## src/rtl/uart_tx_frame_gen_if.sv

```systemverilog
// Parallel-side bundle of the UART TX framer: word, request, frame options and the
// registered serial line / busy flag that the source watches.
interface uart_tx_frame_gen_if #(
    parameter int DATA_WIDTH = 8
);
    logic [DATA_WIDTH-1:0] P_DATA;
    logic                  Data_Valid;
    logic                  PAR_EN;
    logic                  PAR_TYP;
    logic                  STOP_CFG;
    logic                  TX_OUT;
    logic                  Busy;

    modport master (
        output P_DATA,
        output Data_Valid,
        output PAR_EN,
        output PAR_TYP,
        output STOP_CFG,
        input  TX_OUT,
        input  Busy
    );

    modport slave (
        input  P_DATA,
        input  Data_Valid,
        input  PAR_EN,
        input  PAR_TYP,
        input  STOP_CFG,
        output TX_OUT,
        output Busy
    );
endinterface

```

## src/rtl/uart_tx_frame_gen.sv

```systemverilog
// UART transmit framer: start bit, DATA_WIDTH data bits LSB-first, optional parity,
// one or two stop bits, one bit per CLK. TX_OUT and Busy come straight from flops.
module uart_tx_frame_gen #(
    parameter int DATA_WIDTH = 8
) (
    input  logic              CLK,
    input  logic              RST,
    uart_tx_frame_gen_if.slave tx_if
);
    localparam int CNT_W = $clog2(DATA_WIDTH);
    localparam logic [CNT_W-1:0] LAST_BIT = CNT_W'(DATA_WIDTH - 1);

    typedef enum logic [2:0] {
        ST_IDLE,
        ST_START,
        ST_DATA,
        ST_PARITY,
        ST_STOP
    } state_e;

    state_e                state_q, state_d;
    logic [CNT_W-1:0]      cnt_q, cnt_d;
    logic [DATA_WIDTH-1:0] data_q, data_d;
    logic                  par_en_q, par_en_d;
    logic                  par_bit_q, par_bit_d;
    logic                  stop2_q, stop2_d;
    logic                  tx_q, tx_d;
    logic                  busy_q, busy_d;

    logic                  accept;
    logic                  data_last;
    logic                  stop_last;

    assign accept    = (state_q == ST_IDLE) && tx_if.Data_Valid;
    assign data_last = (cnt_q == LAST_BIT);
    // The counter doubles as the stop-bit index; it is 0 on the first stop cycle.
    assign stop_last = (cnt_q == CNT_W'(stop2_q));

    always_ff @(posedge CLK or negedge RST) begin
        if (!RST) begin
            state_q   <= ST_IDLE;
            cnt_q     <= '0;
            data_q    <= '0;
            par_en_q  <= 1'b0;
            par_bit_q <= 1'b0;
            stop2_q   <= 1'b0;
            tx_q      <= 1'b1;
            busy_q    <= 1'b0;
        end else begin
            state_q   <= state_d;
            cnt_q     <= cnt_d;
            data_q    <= data_d;
            par_en_q  <= par_en_d;
            par_bit_q <= par_bit_d;
            stop2_q   <= stop2_d;
            tx_q      <= tx_d;
            busy_q    <= busy_d;
        end
    end

    always_comb begin
        state_d = state_q;
        case (state_q)
            ST_IDLE: begin
                if (tx_if.Data_Valid) begin
                    state_d = ST_START;
                end
            end
            ST_START: begin
                state_d = ST_DATA;
            end
            ST_DATA: begin
                if (data_last) begin
                    state_d = par_en_q ? ST_PARITY : ST_STOP;
                end
            end
            ST_PARITY: begin
                state_d = ST_STOP;
            end
            ST_STOP: begin
                if (stop_last) begin
                    state_d = ST_IDLE;
                end
            end
            default: begin
                state_d = ST_IDLE;
            end
        endcase
    end

    // Datapath and registered outputs; the line level is chosen for the state being entered.
    always_comb begin
        cnt_d     = cnt_q;
        data_d    = data_q;
        par_en_d  = par_en_q;
        par_bit_d = par_bit_q;
        stop2_d   = stop2_q;

        if (accept) begin
            data_d    = tx_if.P_DATA;
            par_en_d  = tx_if.PAR_EN;
            stop2_d   = tx_if.STOP_CFG;
            par_bit_d = (^tx_if.P_DATA) ^ tx_if.PAR_TYP;
        end

        case (state_q)
            ST_DATA: begin
                cnt_d = data_last ? '0 : cnt_q + 1'b1;
            end
            ST_STOP: begin
                cnt_d = stop_last ? '0 : cnt_q + 1'b1;
            end
            default: begin
                cnt_d = '0;
            end
        endcase

        case (state_d)
            ST_START:  tx_d = 1'b0;
            ST_DATA:   tx_d = data_q[cnt_d];
            ST_PARITY: tx_d = par_bit_q;
            default:   tx_d = 1'b1;
        endcase

        busy_d = (state_d != ST_IDLE);
    end

    assign tx_if.TX_OUT = tx_q;
    assign tx_if.Busy   = busy_q;

endmodule

```

## src/flat_wrapper.sv

```systemverilog
// flat-port wrapper written by rule: the top's interface ports become plain ports
module uart_tx_frame_gen_flat 
#(
    parameter int DATA_WIDTH = 8
)
  (CLK, RST, tx_if_P_DATA, tx_if_Data_Valid, tx_if_PAR_EN, tx_if_PAR_TYP, tx_if_STOP_CFG, tx_if_TX_OUT, tx_if_Busy);
  uart_tx_frame_gen_if #(.DATA_WIDTH(DATA_WIDTH)) tx_if_i ();
  input  logic CLK;
  input  logic RST;
  input wire logic [$bits(tx_if_i.P_DATA)-1:0] tx_if_P_DATA;
  input wire logic [$bits(tx_if_i.Data_Valid)-1:0] tx_if_Data_Valid;
  input wire logic [$bits(tx_if_i.PAR_EN)-1:0] tx_if_PAR_EN;
  input wire logic [$bits(tx_if_i.PAR_TYP)-1:0] tx_if_PAR_TYP;
  input wire logic [$bits(tx_if_i.STOP_CFG)-1:0] tx_if_STOP_CFG;
  output wire logic [$bits(tx_if_i.TX_OUT)-1:0] tx_if_TX_OUT;
  output wire logic [$bits(tx_if_i.Busy)-1:0] tx_if_Busy;
  assign tx_if_i.P_DATA = tx_if_P_DATA;
  assign tx_if_i.Data_Valid = tx_if_Data_Valid;
  assign tx_if_i.PAR_EN = tx_if_PAR_EN;
  assign tx_if_i.PAR_TYP = tx_if_PAR_TYP;
  assign tx_if_i.STOP_CFG = tx_if_STOP_CFG;
  assign tx_if_TX_OUT = tx_if_i.TX_OUT;
  assign tx_if_Busy = tx_if_i.Busy;
  uart_tx_frame_gen #(.DATA_WIDTH(DATA_WIDTH)) u_core (.CLK(CLK), .RST(RST), .tx_if(tx_if_i));
endmodule
```

## config.mk

```make
export PLATFORM = sky130hd
export DESIGN_NAME = uart_tx_frame_gen_flat
export DESIGN_NICKNAME = d
export VERILOG_FILES = /design/src/rtl/uart_tx_frame_gen_if.sv /design/src/rtl/uart_tx_frame_gen.sv /design/src/flat_wrapper.sv
export SDC_FILE = /design/constraint.sdc
export NUM_CORES = 1
export LEC_CHECK = 0
export CORE_AREA = 8 8 55 57
export DETAILED_ROUTE_END_ITERATION = 16
export DIE_AREA = 0 0 63 65
export PLACE_DENSITY_LB_ADDON = 0.08
export SLEW_MARGIN = 10
export SYNTH_ARGS = -nofsm -noshare
export SYNTH_HDL_FRONTEND = slang
export SYNTH_SLANG_ARGS = --single-unit
```

## constraint.sdc

```tcl
create_clock -name CLK -period 4.9 [get_ports CLK]
set_input_delay 0.98 -clock CLK [delete_from_list [all_inputs] [get_ports CLK]]
set_output_delay 0.98 -clock CLK [all_outputs]
set_load 0.005 [all_outputs]
```

**After elaboration in Yosys (flattened, before gate mapping)**

Cells that the tools add are included.

- Bits in registers: 19
- Bits of input ports: 14
- Output and inout bits: 2
- Word-level logic and storage cells: 35

- Add/sub/neg operators: 1
- Order comparisons: 1
- Equality and inequality tests: 9
- Mux-type cells: 11
- Bitwise gates (word level): 1
- Reduce and logical (&&, ||, !) cells: 4

Operators with widths:

| kind | number |
|---|---|
| $mux W3 | 6 |
| $pmux W3 S5 | 1 |
| $eq A3 B2 Y1 const B | 4 |
| $reduce_xor A8 Y1 | 1 |
| $eq A3 B1 Y1 const B | 2 |
| $eq A3 B3 Y1 const B | 2 |
| $pmux W3 S2 | 1 |
| $lt A3 B4 Y1 const B | 1 |
| $add A3 B1 Y3 const B | 1 |
| $bmux W1 S3 | 1 |
| $eq A3 B1 Y1 | 1 |
| $logic_not A3 Y1 | 1 |
| $pmux W1 S3 | 1 |
| $reduce_bool A3 Y1 | 1 |
| $logic_and A1 B1 Y1 | 1 |
| $mux W1 | 1 |
| $xor A1 B1 Y1 | 1 |

**Longest topological paths before layout**

Gate-level depths: netlist of run 1.

- Depth in word-level cells: 6
- Gate-level depth with buffers: 7
- Gate-level depth less buffers: 7

**Worst setup path after synthesis of run 1**

Ideal clock, no wire load.

- Path type: input to register
- Start: in tx_if_Data_Valid
- End: reg u_core.data_q[1]
- Library setup time: 0.125 ns
- Arrival: 1.901 ns
- Required time: 4.775 ns
- Slack: 2.874 ns
- Stages on the path: 4
- Path buffers: 1
- Path through: nor2b_1 nor3b_2 buf_2 mux2_2

- Cells in the longest elaborated chain, start to end: 1

RTL lines:

| item | RTL line | source |
|---|---|---|
| from (decl) | flat_wrapper.sv:11 | `input wire logic [$bits(tx_if_i.Data_Valid)-1:0] tx_if_Data_Valid;` |
| $logic_and A1 B1 Y1 | uart_tx_frame_gen.sv:34 | `assign accept = (state_q == ST_IDLE) && tx_if.Data_Valid;` |
| to (signal assigned) | uart_tx_frame_gen.sv:52 | `data_q <= data_d;` |
| to (decl) | uart_tx_frame_gen.sv:23 | `logic [DATA_WIDTH-1:0] data_q, data_d;` |

No other way between the ends.
A chain may end at the register's enable or synchronous reset.

**Final worst setup path of run 1**

Ends and elaborated chain as after synthesis.

==> qor.yml, run 1 <==
run_status:
  status: "complete, no violations"
clock_tree:
  cts_made_buffers: 3
  clock_latency_ns: 0.30
  cts.clk_slew.worst_paths_ns: 0.10
  cts_resized: 0
  cts_root_buf: "clkbuf_4"
  htreeDepth: 1
  cts_hold_buffers: 0
  postCtsSetupRepairBufs: 0
  ctsLongestPathBuffers: 2
  cts_tree: "built"
  clock-sinks: 19
power_and_ir_drop:
  design_power_total_mw: 0.662
  power_density_nw_per_um2: 543
  leakagePower_nw: 0.511
  peakVddDrop_mv: 0.275
setup_path:
  crit_family: "simple AND/OR/NAND/NOR gates"
  reg2reg_from: "u_core.cnt_q[0]$_DFF_PN0_"
  regToRegEndpoint: "u_core.tx_if.TX_OUT$_DFF_PN1_"
  critPathLaunchType: "input pin"
  endpoint_kind: "flop"
  rr_worst_depth: 7
  critPathMaxStageDelay_ns: 0.74
  cp_slowest_cell: "nor3b_2"
  r2r_slack_ns: 2.85
  required_ns: 5.09
  cp.buffers_inverters: 1
  crit_chain: "clkdlybuf4s50_1 > nor2b_1 > nor3b_2 > mux2_2"
  crit_type: "in2reg"
  worstPathMaxFanout: 12
  cp_data_arrival_time_ns: 2.74
job:
  maxCapViolations: 0
timing:
  rsz0062_at_grt: "no"
  finalCritPeriodShare_pct: 52.1
  worstMarginPinSlew_ns: 0.883
  period_minus_slack_ns: 2.55
  maxSlewViolCount: 0
  max-slew-margin-rel_pct: 40.9
  max_clock_freq_ghz: 0.392
  hold_viol: 0
  final-setup-viol-count: 0
  skew_ns: 0.00667
  setup_tns_ns: 0
detailed_routing:
  top_layer: "met4"
  firstDrtPassIters: 5
  ant_nets: 0
  wl_mm: 2.02
  drtIter0Drc: 7
  vias: 705
  met2_length_um: 966
  routed_via_density: 5.18
  wl_met3_um: 64
  drc_errors: 0
  wl_met1_um: 953
  wl_per_cell_um: 14.9
yosys:
  avgSynthCellArea_um2: 11.1
  synth_top_area_share_pct: 44.1
  yosysUniqueCellTypes: 32
  ys_seq_area_share_pct: 46.6
  synth_area_leaders: "dfrtp_1 (44%), mux2_2 (11%), xnor2_1 (6.9%), ha_1 (3.7%), nor2_1 (2.9%)"
  synth.largest_area_cell: "dfrtp_1"
  synthesis.instances: 92
  yosys_warnings: 0
  syn_nets: 109
  syn_area_um2: 1020
  ys_ff_latch: 19
worst_hold_path:
  min_from: "u_core.data_q[1]$_DFFE_PN0P_"
  hold_path_depth: 2
  holdPathEnd: "u_core.tx_if.TX_OUT$_DFF_PN1_"
  hold_class: "reg2reg"
global_routing:
  grt.total_usage_pct: 10.6
  grt_max_degree: 20
  grt_overflow: 0
  grt_pass1_vias: 778
  antenna_found_initial: 0
  grt_pass1_wl_mm: 3.50
placement:
  place.gp.congestion: 0.788
  dp_hpwl_mm: 1.51
  portBuffers: 15
final_layout:
  antenna_cells: 0
  drive_gt1_share_pct: 16.7
  final_nets: 126
  area_delta_synth_final_pct: 19.2
floorplan:
  row_count: 17
  io_pins: 16
  die_area_um2: 4100
  core_um2: 2150
  start_util_pct: 47.6
  die_x_um: 63
  fp.dieH_um: 65
[synth_stat cells (all sizes together)]
| cell type | n |
|---|---|
| a2111o | 1 |
| a211oi | 3 |
| a21oi | 5 |
| a22o | 1 |
| a311o | 1 |
| a31oi | 1 |
| and3 | 1 |
| buf | 3 |
| dfrtp | 18 |
| dfstp | 1 |
| ha | 3 |
| inv | 4 |
| mux2 | 10 |
| mux2i | 1 |
| nand2 | 2 |
| nand2b | 4 |
| nor2 | 8 |
| nor2b | 2 |
| nor3 | 2 |
| nor3b | 2 |
| nor4 | 1 |
| o21a | 1 |
| o21ai | 3 |
| o22ai | 1 |
| o31ai | 2 |
| or3 | 1 |
| xnor2 | 8 |
| xor2 | 2 |
[metal layers]
layer | vias up | GRT usage, %
met1 | 330 | 12.4
li1 | 358 | -
met3 | 5 | 2.06
met4 | 0 | 5.98
met5 | - | 0
met2 | 12 | 17.8
[cell usage in the layout (no fill, tap or decap), types with 2 or more instances in the layout]
cell type	n
a211oi_1	2
a21oi_1	5
clkbuf_4	3
clkdlybuf4s50_1	15
dfrtp_1	18
ha_1	3
inv_1	4
mux2_2	10
nand2_1	2
nand2b_1	3
nor2_1	8
nor2b_1	2
nor3_1	2
o21ai_0	2
o31ai_1	2
xnor2_1	8
xor2_1	2
[area by class of cell]
type                    count  area [µm²]
multi-input cells          66         515
flip-flops and latches     19         477
clock buffers               4        26.3
well taps                  28        35.0
fillers                   192         930
inverters                   4        15.0
repair buffers             15         150
[cells by family after synthesis]
family	Yosys count	synth area share (%)
buf+inv	7	2.94
simple gates	23	12.9
mux	11	12.0
flops	19	46.6
fa+ha+maj	3	3.67
xor+xnor	10	8.57
compound gates	19	13.3
[worst reg2reg max path: cells and delay by family (launching register included)]
family	cells	cell delay, ns
AND/OR/NAND/NOR	2	0.18
adder cells (fa/ha/maj)	2	0.65
AO/OA/AOI/OAI	3	0.67
flip-flops	1	0.48
[how the worst max path moves through the flow]
| stage | cells past startpoint | end | slack (ns) | from |
|---|---|---|---|---|
| after floorplan | 4 | u_core.data_q[1]$_DFFE_PN0P_ | 2.87 | tx_if_Data_Valid |
| after global placement | 4 | u_core.stop2_q$_DFFE_PN0P_ | 2.10 | tx_if_Data_Valid |
| after detailed placement | 4 | u_core.data_q[1]$_DFFE_PN0P_ | 2.05 | tx_if_Data_Valid |
| after CTS | 4 | u_core.data_q[1]$_DFFE_PN0P_ | 2.34 | tx_if_Data_Valid |
| after global routing | 4 | u_core.data_q[1]$_DFFE_PN0P_ | 2.30 | tx_if_Data_Valid |
| final | 4 | u_core.data_q[1]$_DFFE_PN0P_ | 2.35 | tx_if_Data_Valid |
[flip-flops by register name (all words and copies together), names as in the netlist]
register / flops
u_core.par_en_q: 1
u_core.cnt_q: 3
u_core.tx_if.Busy: 1
u_core.tx_if.TX_OUT: 1
u_core.par_bit_q: 1
u_core.stop2_q: 1
u_core.data_q: 8
u_core.state_q: 3
[per-stage QoR]
step | setup WS (ns) | instance area, µm² | std cells | utilization (%) | hold slack (ns)
2_1_floorplan | 2.87 | 1020 | 92 | - | 0.476
3_3_place_gp | 2.10 | 1190 | 132 | 55.5 | 0.494
3_5_place_dp | 2.05 | 1190 | 132 | 55.5 | 0.499
4_1_cts | 2.34 | 1220 | 136 | 56.7 | 0.518
5_1_grt | 2.30 | 1220 | 136 | 56.7 | 0.552
6_report | 2.35 | 1220 | 136 | 56.7 | 0.514
[power by group]
part / switching [mW] / internal [mW]
clock: 0.0471 / 0.0317
combinational: 0.124 / 0.159
sequential: 0.0687 / 0.231
total: 0.240 / 0.422
Note: power is estimated with default switching activity, not from simulation.
==> run 2: changes to the inputs <==
--- a/config.mk
+++ b/config.mk
@@ -5,9 +5,9 @@
 export SDC_FILE = /design/constraint.sdc
 export NUM_CORES = 1
 export LEC_CHECK = 0
-export CORE_AREA = 8 8 55 57
+export CORE_AREA = 8 8 56 58
 export DETAILED_ROUTE_END_ITERATION = 16
-export DIE_AREA = 0 0 63 65
+export DIE_AREA = 0 0 64 66
 export PLACE_DENSITY_LB_ADDON = 0.08
 export SLEW_MARGIN = 10
 export SYNTH_ARGS = -nofsm -noshare
==> constraint.sdc (replaced) <==
create_clock -name CLK -period 2.07 [get_ports CLK]
set_input_delay 0.414 -clock CLK [delete_from_list [all_inputs] [get_ports CLK]]
set_output_delay 0.414 -clock CLK [all_outputs]
set_load 0.005 [all_outputs]
==> run 2 against run 1 <==
  * Clock skew barely moved
  * Via count rose by 4.0%
  * Combinational power rose to 2.5 times the previous value
  * Hold slack got worse by 0.072 ns
  * Sequential power rose by 130%
  * Largest cell class unchanged
  * Global-route usage fell by 0.36 points
  * Highest routed layer unchanged
==> qor.yml, run 2 (synthesized netlist as in run 1, its figures left out) <==
run_status:
  status: "complete, no violations"
detailed_routing:
  ant_nets: 0
  wl_mm: 1.98
  wl_per_cell_um: 13.9
  firstDrtPassIters: 4
  routed_via_density: 5.16
  drtIter0Drc: 18
  drc_errors: 0
  vias: 733
final_layout:
  top_regs: "u_core.data_q: 8 flops, u_core.cnt_q: 3 flops, u_core.state_q: 3 flops"
  antenna_cells: 0
  area_delta_synth_final_pct: 22.4
  largest_reg_flops: 8
  final_nets: 130
  largest_register: "u_core.data_q"
  final_cell_mix: "dfrtp_1 (18), clkdlybuf4s50_1 (15), mux2_2 (10)"
  n_fill_cell: 213
  final_common_cell: "dfrtp_1"
  drive_gt1_share_pct: 19.6
clock_tree:
  cts_root_buf: "clkbuf_4"
  clock_latency_ns: 0.29
  clock-sinks: 19
  cts_tree: "built"
  cts.clk_slew.worst_paths_ns: 0.11
  htreeDepth: 1
  cts_hold_buffers: 0
  postCtsSetupRepairBufs: 0
  ctsLongestPathBuffers: 2
  cts_resized: 0
  cts_made_buffers: 3
floorplan:
  die_x_um: 64
  io_pins: 16
  fp.dieH_um: 66
  die_area_um2: 4220
  row_count: 18
  core_um2: 2320
  start_util_pct: 44.1
placement:
  place.gp.congestion: 0.831
  dp_hpwl_mm: 1.57
  portBuffers: 15
setup_path:
  cp_data_arrival_time_ns: 2.12
  crit_type: "reg2reg"
  critPathLaunchType: "flop"
  r2r_slack_ns: 0.16
  required_ns: 2.29
  endpoint_kind: "flop"
  worstPathMaxFanout: 4
timing:
  period_minus_slack_ns: 1.91
  final-setup-viol-count: 0
  finalCritPeriodShare_pct: 92.0
  max-slew-margin-rel_pct: 68.3
  hold_viol: 0
  skew_ns: 0.00685
  setup_tns_ns: 0
  maxSlewViolCount: 0
  worstMarginPinSlew_ns: 0.476
  rsz0062_at_grt: "no"
  max_clock_freq_ghz: 0.525
  holdWs_ns: 0.442
global_routing:
  grt_overflow: 0
  antenna_found_initial: 0
  grt_max_degree: 20
  grt_pass1_vias: 821
  grt_pass1_wl_mm: 3.46
  grt.total_usage_pct: 10.2
worst_hold_path:
  hold_class: "in2async"
power_and_ir_drop:
  power_density_nw_per_um2: 1280
  peakVddDrop_mv: 0.697
  leakagePower_nw: 0.531
  design_power_total_mw: 1.60
job:
  maxCapViolations: 0
==> run 2: cell count changes in the layout (fill, tap and decap cells not counted) <==
cell   before  now
buf_4       0    4
==> run 2: cell type report <==
| class | instances | area (µm²) | share of cell area, % |
|---|---|---|---|
| flip-flops and latches | 19 | 477 | 38.1 |
| multi-input cells | 66 | 515 | 41.2 |
| well taps | 30 | 37.5 | 3.00 |
| repair buffers | 19 | 180 | 14.4 |
| inverters | 4 | 15.0 | 1.20 |
| clock buffers | 4 | 26.3 | 2.10 |
==> run 2: path summary, 6_finish.rpt <==
kind	endpoint	from	depth (start not counted)
setup / recovery	u_core.tx_if.TX_OUT$_DFF_PN1_	u_core.cnt_q[0]$_DFF_PN0_	7
setup reg to reg	u_core.tx_if.TX_OUT$_DFF_PN1_	u_core.cnt_q[0]$_DFF_PN0_	7
min in group CLK	u_core.data_q[0]$_DFFE_PN0P_	u_core.data_q[0]$_DFFE_PN0P_	1
max in group asynchronous	u_core.tx_if.TX_OUT$_DFF_PN1_	RST	2
hold / removal	u_core.data_q[6]$_DFFE_PN0P_	RST	2
hold reg to reg	u_core.data_q[0]$_DFFE_PN0P_	u_core.data_q[0]$_DFFE_PN0P_	1
==> run 2: critical path, cell delays in order (launching register included) <==
cell      delay [ns]
dfrtp_1         0.40
ha_1            0.22
ha_1            0.36
nand2b_4        0.06
a311o_1         0.38
nor2_1          0.12
o31ai_1         0.09
a211oi_2        0.21
==> run 2: layer usage <==
| metal | part of all wire [%] | GRT usage, % | up-vias |
|---|---|---|---|
| met5 | 0 | 0 | - |
| met4 | 1.2 | 5.29 | 0 |
| met3 | 3.1 | 3.05 | 4 |
| met2 | 49 | 16.8 | 10 |
| met1 | 47 | 11.8 | 354 |
| li1 | - | - | 365 |
==> run 2: through the flow <==
step / instances / area [µm²] / setup WS, ns / utilization, %
finish: 142 / 1250 / 0.165 / 53.9
global route: 142 / 1250 / 0.0837 / 53.9
CTS: 142 / 1250 / 0.183 / 53.9
detailed placement: 138 / 1220 / 0.179 / 52.8
global placement: 138 / 1220 / 0.179 / 52.8
floorplan: 92 / 1020 / 0.236 / -
==> run 2: power breakdown <==
group | internal [mW] | switching, mW
combinational | 0.404 | 0.307
sequential | 0.547 | 0.154
clock | 0.0749 | 0.110
total | 1.03 | 0.571
